`src/rtl/toy_lsu.sv`:
```
// toy_lsu: load/store unit in front of a zero-latency word memory, one request in flight.
// TOY_LSU_MISALIGN_EN: word-crossing accesses run as two memory beats; undefined rejects them with resp_err.
// state | meaning
// IDLE  | drive the first (or only) memory beat from the live request
// SPLIT | drive the second beat of a word-crossing access from latched fields
module toy_lsu #(
  parameter int ADDR_WIDTH = 32,
  parameter int DATA_WIDTH = 32
) (
  input  logic                  clk,
  input  logic                  rst_n,
  input  logic                  req_vld,
  output logic                  req_rdy,
  input  logic                  req_wr,
  input  logic [1:0]            req_size,
  input  logic                  req_unsigned,
  input  logic [ADDR_WIDTH-1:0] req_addr,
  input  logic [DATA_WIDTH-1:0] req_wdata,
  input  logic [4:0]            req_tag,
  output logic                  resp_vld,
  input  logic                  resp_rdy,
  output logic [DATA_WIDTH-1:0] resp_data,
  output logic [4:0]            resp_tag,
  output logic                  resp_err,
  output logic [ADDR_WIDTH-1:0] mem_addr,
  input  logic [DATA_WIDTH-1:0] mem_rd_data,
  output logic [DATA_WIDTH-1:0] mem_wr_data,
  output logic [3:0]            mem_wr_byte_en,
  output logic                  mem_wr_en
);
  localparam int WW = ADDR_WIDTH - 2;

  logic          r_resp_vld;
  logic [31:0]   r_resp_data;
  logic [4:0]    r_resp_tag;
  logic          r_resp_err;

  logic [1:0]    w_off;
  logic [2:0]    w_n;
  logic [3:0]    w_mask_base;
  logic          w_split;
  logic [WW-1:0] w_word;
  logic [3:0]    w_be_lo;
  logic [31:0]   w_wd_lo;
  logic          w_in_split;
  logic          w_accept;
  logic [31:0]   w_ld_single;

  // Shift the two-word window down to the addressed byte, then size and extend.
  function automatic logic [31:0] f_extract(input logic [63:0] d, input logic [1:0] off,
                                            input logic [1:0] size, input logic uns);
    logic [31:0] s;
    s = 32'(d >> {off, 3'b000});
    case (size)
      2'd0:    f_extract = {{24{~uns & s[7]}}, s[7:0]};
      2'd1:    f_extract = {{16{~uns & s[15]}}, s[15:0]};
      default: f_extract = s;
    endcase
  endfunction

  assign w_off  = req_addr[1:0];
  assign w_word = req_addr[ADDR_WIDTH-1:2];

  always_comb begin
    w_n         = 3'd4;
    w_mask_base = 4'hF;
    case (req_size)
      2'd0:    begin w_n = 3'd1; w_mask_base = 4'h1; end
      2'd1:    begin w_n = 3'd2; w_mask_base = 4'h3; end
      default: begin end
    endcase
  end

  assign w_split     = ({1'b0, w_off} + w_n) > 3'd4;
  assign w_ld_single = f_extract({32'd0, mem_rd_data}, w_off, req_size, req_unsigned);
  assign req_rdy     = rst_n & ~w_in_split & (~r_resp_vld | resp_rdy);
  assign w_accept    = req_vld & req_rdy;

`ifdef TOY_LSU_MISALIGN_EN
  typedef enum logic {IDLE, SPLIT} state_t;

  state_t        r_state;
  logic [WW-1:0] r_word_hi;
  logic [3:0]    r_be_hi;
  logic [31:0]   r_wd_hi;
  logic [31:0]   r_lo;
  logic          r_wr;
  logic          r_uns;
  logic [1:0]    r_size;
  logic [1:0]    r_off;
  logic [4:0]    r_tag;

  logic [7:0]    w_mask8;
  logic [63:0]   w_wd64;
  logic [WW-1:0] w_word_nxt;

  assign w_mask8    = {4'd0, w_mask_base} << w_off;
  assign w_wd64     = {32'd0, req_wdata} << {w_off, 3'b000};
  assign w_word_nxt = w_word + {{(WW-1){1'b0}}, 1'b1};
  assign w_be_lo    = w_mask8[3:0];
  assign w_wd_lo    = w_wd64[31:0];
  assign w_in_split = (r_state == SPLIT);

  always_comb begin
    if (w_in_split) begin
      mem_addr       = {2'b00, r_word_hi};
      mem_wr_en      = rst_n & r_wr;
      mem_wr_byte_en = r_be_hi;
      mem_wr_data    = r_wd_hi;
    end else begin
      mem_addr       = {2'b00, w_word};
      mem_wr_en      = w_accept & req_wr;
      mem_wr_byte_en = w_be_lo;
      mem_wr_data    = w_wd_lo;
    end
  end
`else
  assign w_be_lo        = w_mask_base << w_off;
  assign w_wd_lo        = req_wdata << {w_off, 3'b000};
  assign w_in_split     = 1'b0;
  assign mem_addr       = {2'b00, w_word};
  assign mem_wr_en      = w_accept & req_wr & ~w_split;
  assign mem_wr_byte_en = w_be_lo;
  assign mem_wr_data    = w_wd_lo;
`endif

  always_ff @(posedge clk or negedge rst_n) begin
    if (!rst_n) begin
      r_resp_vld  <= 1'b0;
      r_resp_data <= 32'd0;
      r_resp_tag  <= 5'd0;
      r_resp_err  <= 1'b0;
`ifdef TOY_LSU_MISALIGN_EN
      r_state     <= IDLE;
      r_word_hi   <= '0;
      r_be_hi     <= 4'd0;
      r_wd_hi     <= 32'd0;
      r_lo        <= 32'd0;
      r_wr        <= 1'b0;
      r_uns       <= 1'b0;
      r_size      <= 2'd0;
      r_off       <= 2'd0;
      r_tag       <= 5'd0;
`endif
    end else begin
      if (r_resp_vld && resp_rdy)
        r_resp_vld <= 1'b0;
`ifdef TOY_LSU_MISALIGN_EN
      if (r_state == SPLIT) begin
        r_state     <= IDLE;
        r_resp_vld  <= 1'b1;
        r_resp_data <= r_wr ? 32'd0 : f_extract({mem_rd_data, r_lo}, r_off, r_size, r_uns);
        r_resp_tag  <= r_tag;
        r_resp_err  <= 1'b0;
      end else
`endif
      if (w_accept) begin
        if (w_split) begin
`ifdef TOY_LSU_MISALIGN_EN
          r_state   <= SPLIT;
          r_word_hi <= w_word_nxt;
          r_be_hi   <= w_mask8[7:4];
          r_wd_hi   <= w_wd64[63:32];
          r_lo      <= mem_rd_data;
          r_wr      <= req_wr;
          r_uns     <= req_unsigned;
          r_size    <= req_size;
          r_off     <= w_off;
          r_tag     <= req_tag;
`else
          r_resp_vld  <= 1'b1;
          r_resp_data <= 32'd0;
          r_resp_tag  <= req_tag;
          r_resp_err  <= 1'b1;
`endif
        end else begin
          r_resp_vld  <= 1'b1;
          r_resp_data <= req_wr ? 32'd0 : w_ld_single;
          r_resp_tag  <= req_tag;
          r_resp_err  <= 1'b0;
        end
      end
    end
  end

  assign resp_vld  = r_resp_vld;
  assign resp_data = r_resp_data;
  assign resp_tag  = r_resp_tag;
  assign resp_err  = r_resp_err;

endmodule

```
`config.mk`:
```
export PLATFORM = sky130hd
export DESIGN_NAME = toy_lsu
export DESIGN_NICKNAME = d
export VERILOG_FILES = /design/src/rtl/toy_lsu.sv
export SDC_FILE = /design/constraint.sdc
export NUM_CORES = 1
export LEC_CHECK = 0
export ABC_CLOCK_PERIOD_IN_PS = 4660
export CORE_UTILIZATION = 30
export DETAILED_ROUTE_END_ITERATION = 8
export GPL_TIMING_DRIVEN = 0
export HOLD_SLACK_MARGIN = 0.06
export PLACE_DENSITY = 0.71
export SETUP_SLACK_MARGIN = 0.5
export SLEW_MARGIN = 30
export SYNTH_ARGS = -nofsm -noshare
export SYNTH_HDL_FRONTEND = slang
export SYNTH_SLANG_ARGS = --single-unit
export TNS_END_PERCENT = 5
```
`constraint.sdc`:
```
create_clock -name clk -period 4.66 [get_ports clk]
set_input_delay 1.165 -clock clk [delete_from_list [all_inputs] [get_ports clk]]
set_output_delay 1.165 -clock clk [all_outputs]
set_load 0.01 [all_outputs]
```
Yosys cells after proc, flatten, opt, wreduce, memory -nomap -nowiden
Cells that the tools add are included.
{"block": "totals", "reg_bits": 39, "elab_cells": 31}
{"block": "classes", "add_sub_neg": 1, "magnitude_cmp": 1, "eq_ne": 1, "shifts": 3, "mux": 8, "n_bitwise": 10, "reduce_logical": 3}
{"operator": "$mux W32", "n": 2}
{"operator": "$pmux W32 S2", "n": 1}
{"operator": "$shl A32 B5 Y32", "n": 1}
{"operator": "$shr A32 B5 Y32", "n": 1}
{"operator": "$pmux W4 S2", "n": 1}
{"operator": "$and A1 B1 Y1", "n": 6}
{"operator": "$pmux W3 S2", "n": 1}
{"operator": "$shl A4 B2 Y4", "n": 1}
{"operator": "$add A2 B3 Y3", "n": 1}
{"operator": "$gt A3 B3 Y1 const B", "n": 1}
{"operator": "$mux W1", "n": 3}
{"operator": "$not A1 Y1", "n": 3}
{"operator": "$eq A2 B1 Y1 const B", "n": 1}
{"operator": "$logic_not A2 Y1", "n": 1}
{"operator": "$reduce_bool A2 Y1", "n": 1}
{"operator": "$logic_and A1 B1 Y1", "n": 1}
{"operator": "$or A1 B1 Y1", "n": 1}

Depth between registers and ports, before layout
{"block": "logic_depth", "ltp_word": 6, "ltp_mapped": 11}

Worst setup path after synthesis
Ideal clock, no wire load.
{"block": "synth_timing", "path_type": "input-to-output", "from": "in req_addr[1]", "to": "out mem_wr_en", "t_arrival_ps": 3090, "slack_ps": 405, "cell_stages": 9, "cell_sequence": "buf_6 -> buf_2 -> buf_2 -> buf_2 -> inv_1 -> fa_1 -> and2_1 -> nor2_1 -> nor3_1"}
{"block": "synth_via", "elab_chain_cells": 4}
{"item": "start, declared", "line": "17", "source": "input logic [ADDR_WIDTH-1:0] req_addr,"}
{"item": "$add A2 B3 Y3", "line": "74", "source": "assign w_split = ({1'b0, w_off} + w_n) > 3'd4;"}
{"item": "$gt A3 B3 Y1", "line": "74"}
{"item": "$not A1 Y1", "line": "122", "source": "assign mem_wr_en = w_accept & req_wr & ~w_split;"}
{"item": "$and A1 B1 Y1", "line": "122"}
{"item": "end, declared", "line": "29", "source": "output logic mem_wr_en"}
No other way between the ends.

Worst setup path after layout
{"block": "layout_timing", "from": "in req_addr[0]", "to": "out mem_wr_byte_en[2]"}
{"block": "layout_via", "elab_chain_cells": 1}
{"item": "$shl A4 B2 Y4", "line": "118", "source": "assign w_be_lo = w_mask_base << w_off;"}
{"item": "end, declared", "line": "28", "source": "output logic [3:0] mem_wr_byte_en,"}
No other way between the ends.

==> flow_metrics.py <==
metrics = {
    "status": {
        "outcome": "complete, no violations",
    },
    "setup_path": {
        "cp_cell_sequence": "clkdlybuf4s50_1 -> buf_4 -> buf_6 -> buf_6 -> clkbuf_2 -> mux2i_1 -> clkdlybuf4s50_1",
        "cp-end-kind": "output port",
        "crit_type": "in -> out",
        "cp_data_required_time_ns": 3.49,
        "crit_path_start_kind": "input port",
        "cp_top_family": "buffers and inverters",
        "crit_arrival_ns": 3.04,
        "path_max_fanout": 10,
        "cp_slowest_stage_delay_ns": 0.57,
        "cp.buffers_inverters": 6,
        "cp_slowest_cell": "clkdlybuf4s50_1",
    },
    "yosys": {
        "yosysWarnings": 0,
        "synth_top_family_by_area": "compound AO/OA/AOI/OAI gates",
        "synth-compound-area-share": 0.201,
        "ys_seq_elements": 39,
        "synth-xor-area-share": 0.0125,
        "synthSimpleGateAreaFrac": 0.128,
        "syn_avg_cell_area_um2": 9.47,
        "synth-seq-area-share": 0.336,
        "synthCells": 307,
        "yosys-mux-area-fraction": 0.176,
        "synthesis.area_um2": 2910,
        "synth_cell_type_count": 37,
        "synth_fa_ha_area_frac": 0.0155,
    },
    "final_layout": {
        "diodes": 0,
        "final_common_cell": "clkdlybuf4s50_1",
        "nNetsFinal": 612,
        "drive_gt1_frac": 0.206,
        "final_area_um2": 5090,
        "postLayoutCoreUtil": 0.546,
        "layout_common_cells": "clkdlybuf4s50_1 (177), dfrtp_1 (39), buf_4 (37), nand2_1 (27), mux2i_1 (24)",
        "syn_to_final_growth_pct": 75.3,
    },
    "die": {
        "dieArea_um2": 10100,
        "core_area_um2": 9330,
        "die_h_um": 100,
        "die_width_um": 100,
        "fp-row-count": 35,
        "start_util": 0.312,
        "io_pins": 218,
    },
    "timing": {
        "finalCritPeriodShare": 0.902,
        "worst_slack_ns": 0.457,
        "hold_ws_ns": 0.486,
        "tightest_slew_ns": 0.840,
        "final_max_slew_viol_count": 0,
        "final.min_clock_period_ns": 4.20,
        "finalSetupViolations": 0,
        "clock_skew_ns": 0.00573,
        "slew_headroom": 0.436,
        "rsz0062_at_grt": "yes",
        "max_freq_ghz": 0.238,
        "hold_violations": 0,
    },
    "global_routing": {
        "grt_antenna_before_repair": 0,
        "grt_pass1_vias": 3108,
        "grtUsageTotal": 0.204,
        "grt_max_degree": 24,
        "grt_overflow": 0,
        "grt_pass1_wl_um": 16000,
    },
    "detailed_routing": {
        "vias_per_cell": 4.88,
        "drt-total-wl_um": 10300,
        "drc": 0,
        "postRouteAntennaNets": 0,
        "vias": 3075,
        "firstDrtPassIters": 4,
        "drt_iter0_markers": 107,
        "wl_per_cell_um": 16.4,
    },
    "power": {
        "p_leak_nw": 2.15,
        "p_comb_frac": 0.427,
        "internal-power_mw": 0.755,
        "switchingPower_mw": 0.329,
        "p_total_mw": 1.08,
        "power.share.clock": 0.208,
        "p_per_area_nw_per_um2": 213,
        "p_seq_frac": 0.365,
        "swShare": 0.303,
        "ir_drop_v": 0.000121,
    },
    "hold_path": {
        "hold_path.class": "reg -> reg",
    },
    "clock_network": {
        "worstSkewPairLatency_ns": 0.29,
        "cts.sinks": 39,
        "cts_made_buffers": 5,
        "clockBufferDepth": 2,
        "clkTransAtPathRegs_ns": 0.08,
        "cts_tree": "yes",
        "cts.root.buffer_cell": "clkbuf_8",
        "cts_hold_buffers": 0,
        "cts-htree-levels": 2,
    },
    "placement": {
        "dp_slack_ns": -0.939,
        "globalplace.congestion": 0.835,
        "io_buffer_count": 183,
        "place_area_um2": 4930,
        "dp_hpwl_um": 8180,
    },
    "run": {
        "max-cap-violations": 0,
    },
}
-- sequential cells by signal, indices dropped and copies added (netlist names) --
| name | cells |
|---|---|
| resp_data | 32 |
| resp_err | 1 |
| resp_tag | 5 |
| resp_vld | 1 |
-- metal layers --
| layer | vias to the layer above | global-route usage | share of wire |
|---|---|---|---|
| li1 | 1448 | - | - |
| met2 | 156 | 0.377 | 0.52 |
| met5 | - | 0 | 0 |
| met4 | 0 | 0.0502 | 0.012 |
| met3 | 12 | 0.0362 | 0.074 |
| met1 | 1459 | 0.244 | 0.40 |
-- per-stage QoR --
| stage | TNS (ns) | cells |
|---|---|---|
| global placement | -7.44 | 620 |
| finish | 0 | 630 |
| global route | 0 | 630 |
| floorplan | 0 | 308 |
| CTS | 0 | 630 |
| detailed placement | -7.99 | 621 |
-- area by class of cell --
class	instances	area [um2]
fillers	870	4230
repair buffers	185	1850
multi-input cells	209	1580
flip-flops and latches	39	976
plain buffers	54	424
well taps	129	161
clock buffers	7	76.3
inverters	6	22.5
clock inverters	1	5.00
-- cells by family (layout without fill, tap and decap cells) --
group,Yosys count,in the layout
AOI/OAI and AO/OA,78,78
and+or+nand+nor,77,77
muxes,47,47
buffers and inverters,60,253
other,1,2
xor gates and xnor gates,2,2
adders and majority gates,3,3
DFF,39,39
-- path summary, 6_finish.rpt --
path / start / slack, ns / cells past startpoint / to
worst min-delay path: resp_data[7] / 0.49 / 2 / resp_data[7]
max in group asynchronous: rst_n / 3.37 / 2 / resp_data[9]
min in group asynchronous: rst_n / 0.81 / 1 / resp_data[23]
worst max register to register: resp_vld / 2.83 / 5 / resp_data[17]
worst max-delay path: req_addr[0] / 0.46 / 7 / mem_wr_byte_en[2]
worst min register to register: resp_data[7] / 0.49 / 2 / resp_data[7]
-- synthesized netlist by cell type (all sizes together) --
master,n,share of area
o2111ai,1,0.0090
a21oi,17,0.029
clkbuf,9,0.012
nand2,27,0.035
ha,2,0.0086
nor3,2,0.0034
a221oi,8,0.024
nor3b,2,0.0069
a221o,16,0.059
nor2,23,0.030
nor4b,1,0.0052
a32oi,1,0.0030
buf,45,0.11
mux4,1,0.0077
fa,1,0.0069
inv,6,0.0077
a2111oi,1,0.0095
nand2b,2,0.0043
a211oi,8,0.021
mux2,22,0.085
mux2i,24,0.083
xor2,2,0.012
o21ai,24,0.041
dfrtp,39,0.34
conb,1,0.0013
o31ai,1,0.0026
and2,11,0.024
and3b,1,0.0030
nor2b,8,0.017
o21a,1,0.0026
-- worst reg2reg max path: cells and delay by family, from the launching register on --
kind                   cells  cell delay [ns]
AOI/OAI and AO/OA          3             1.00
buffers and inverters      1             0.22
DFF                        1             0.38
and+or+nand+nor            1             0.17
-- timing repair --
action,in CTS,in global routing
setup buffers,1,0
setup endpoints to repair,63,35
endpoints found under the hold margin,0,0
cloned,0,0
gates resized for setup,31,15
-- power by group through the flow --
| stage | logic (mW) | clock network (mW) | registers [mW] |
|---|---|---|---|
| floorplan | 0.174 | 0 | 0.417 |
| global placement | 0.449 | 0 | 0.402 |
| detailed placement | 0.457 | 0 | 0.401 |
| CTS | 0.465 | 0.231 | 0.395 |
| global route | 0.497 | 0.243 | 0.400 |
| finish | 0.463 | 0.226 | 0.395 |
Power figures use the tool's default switching activity.
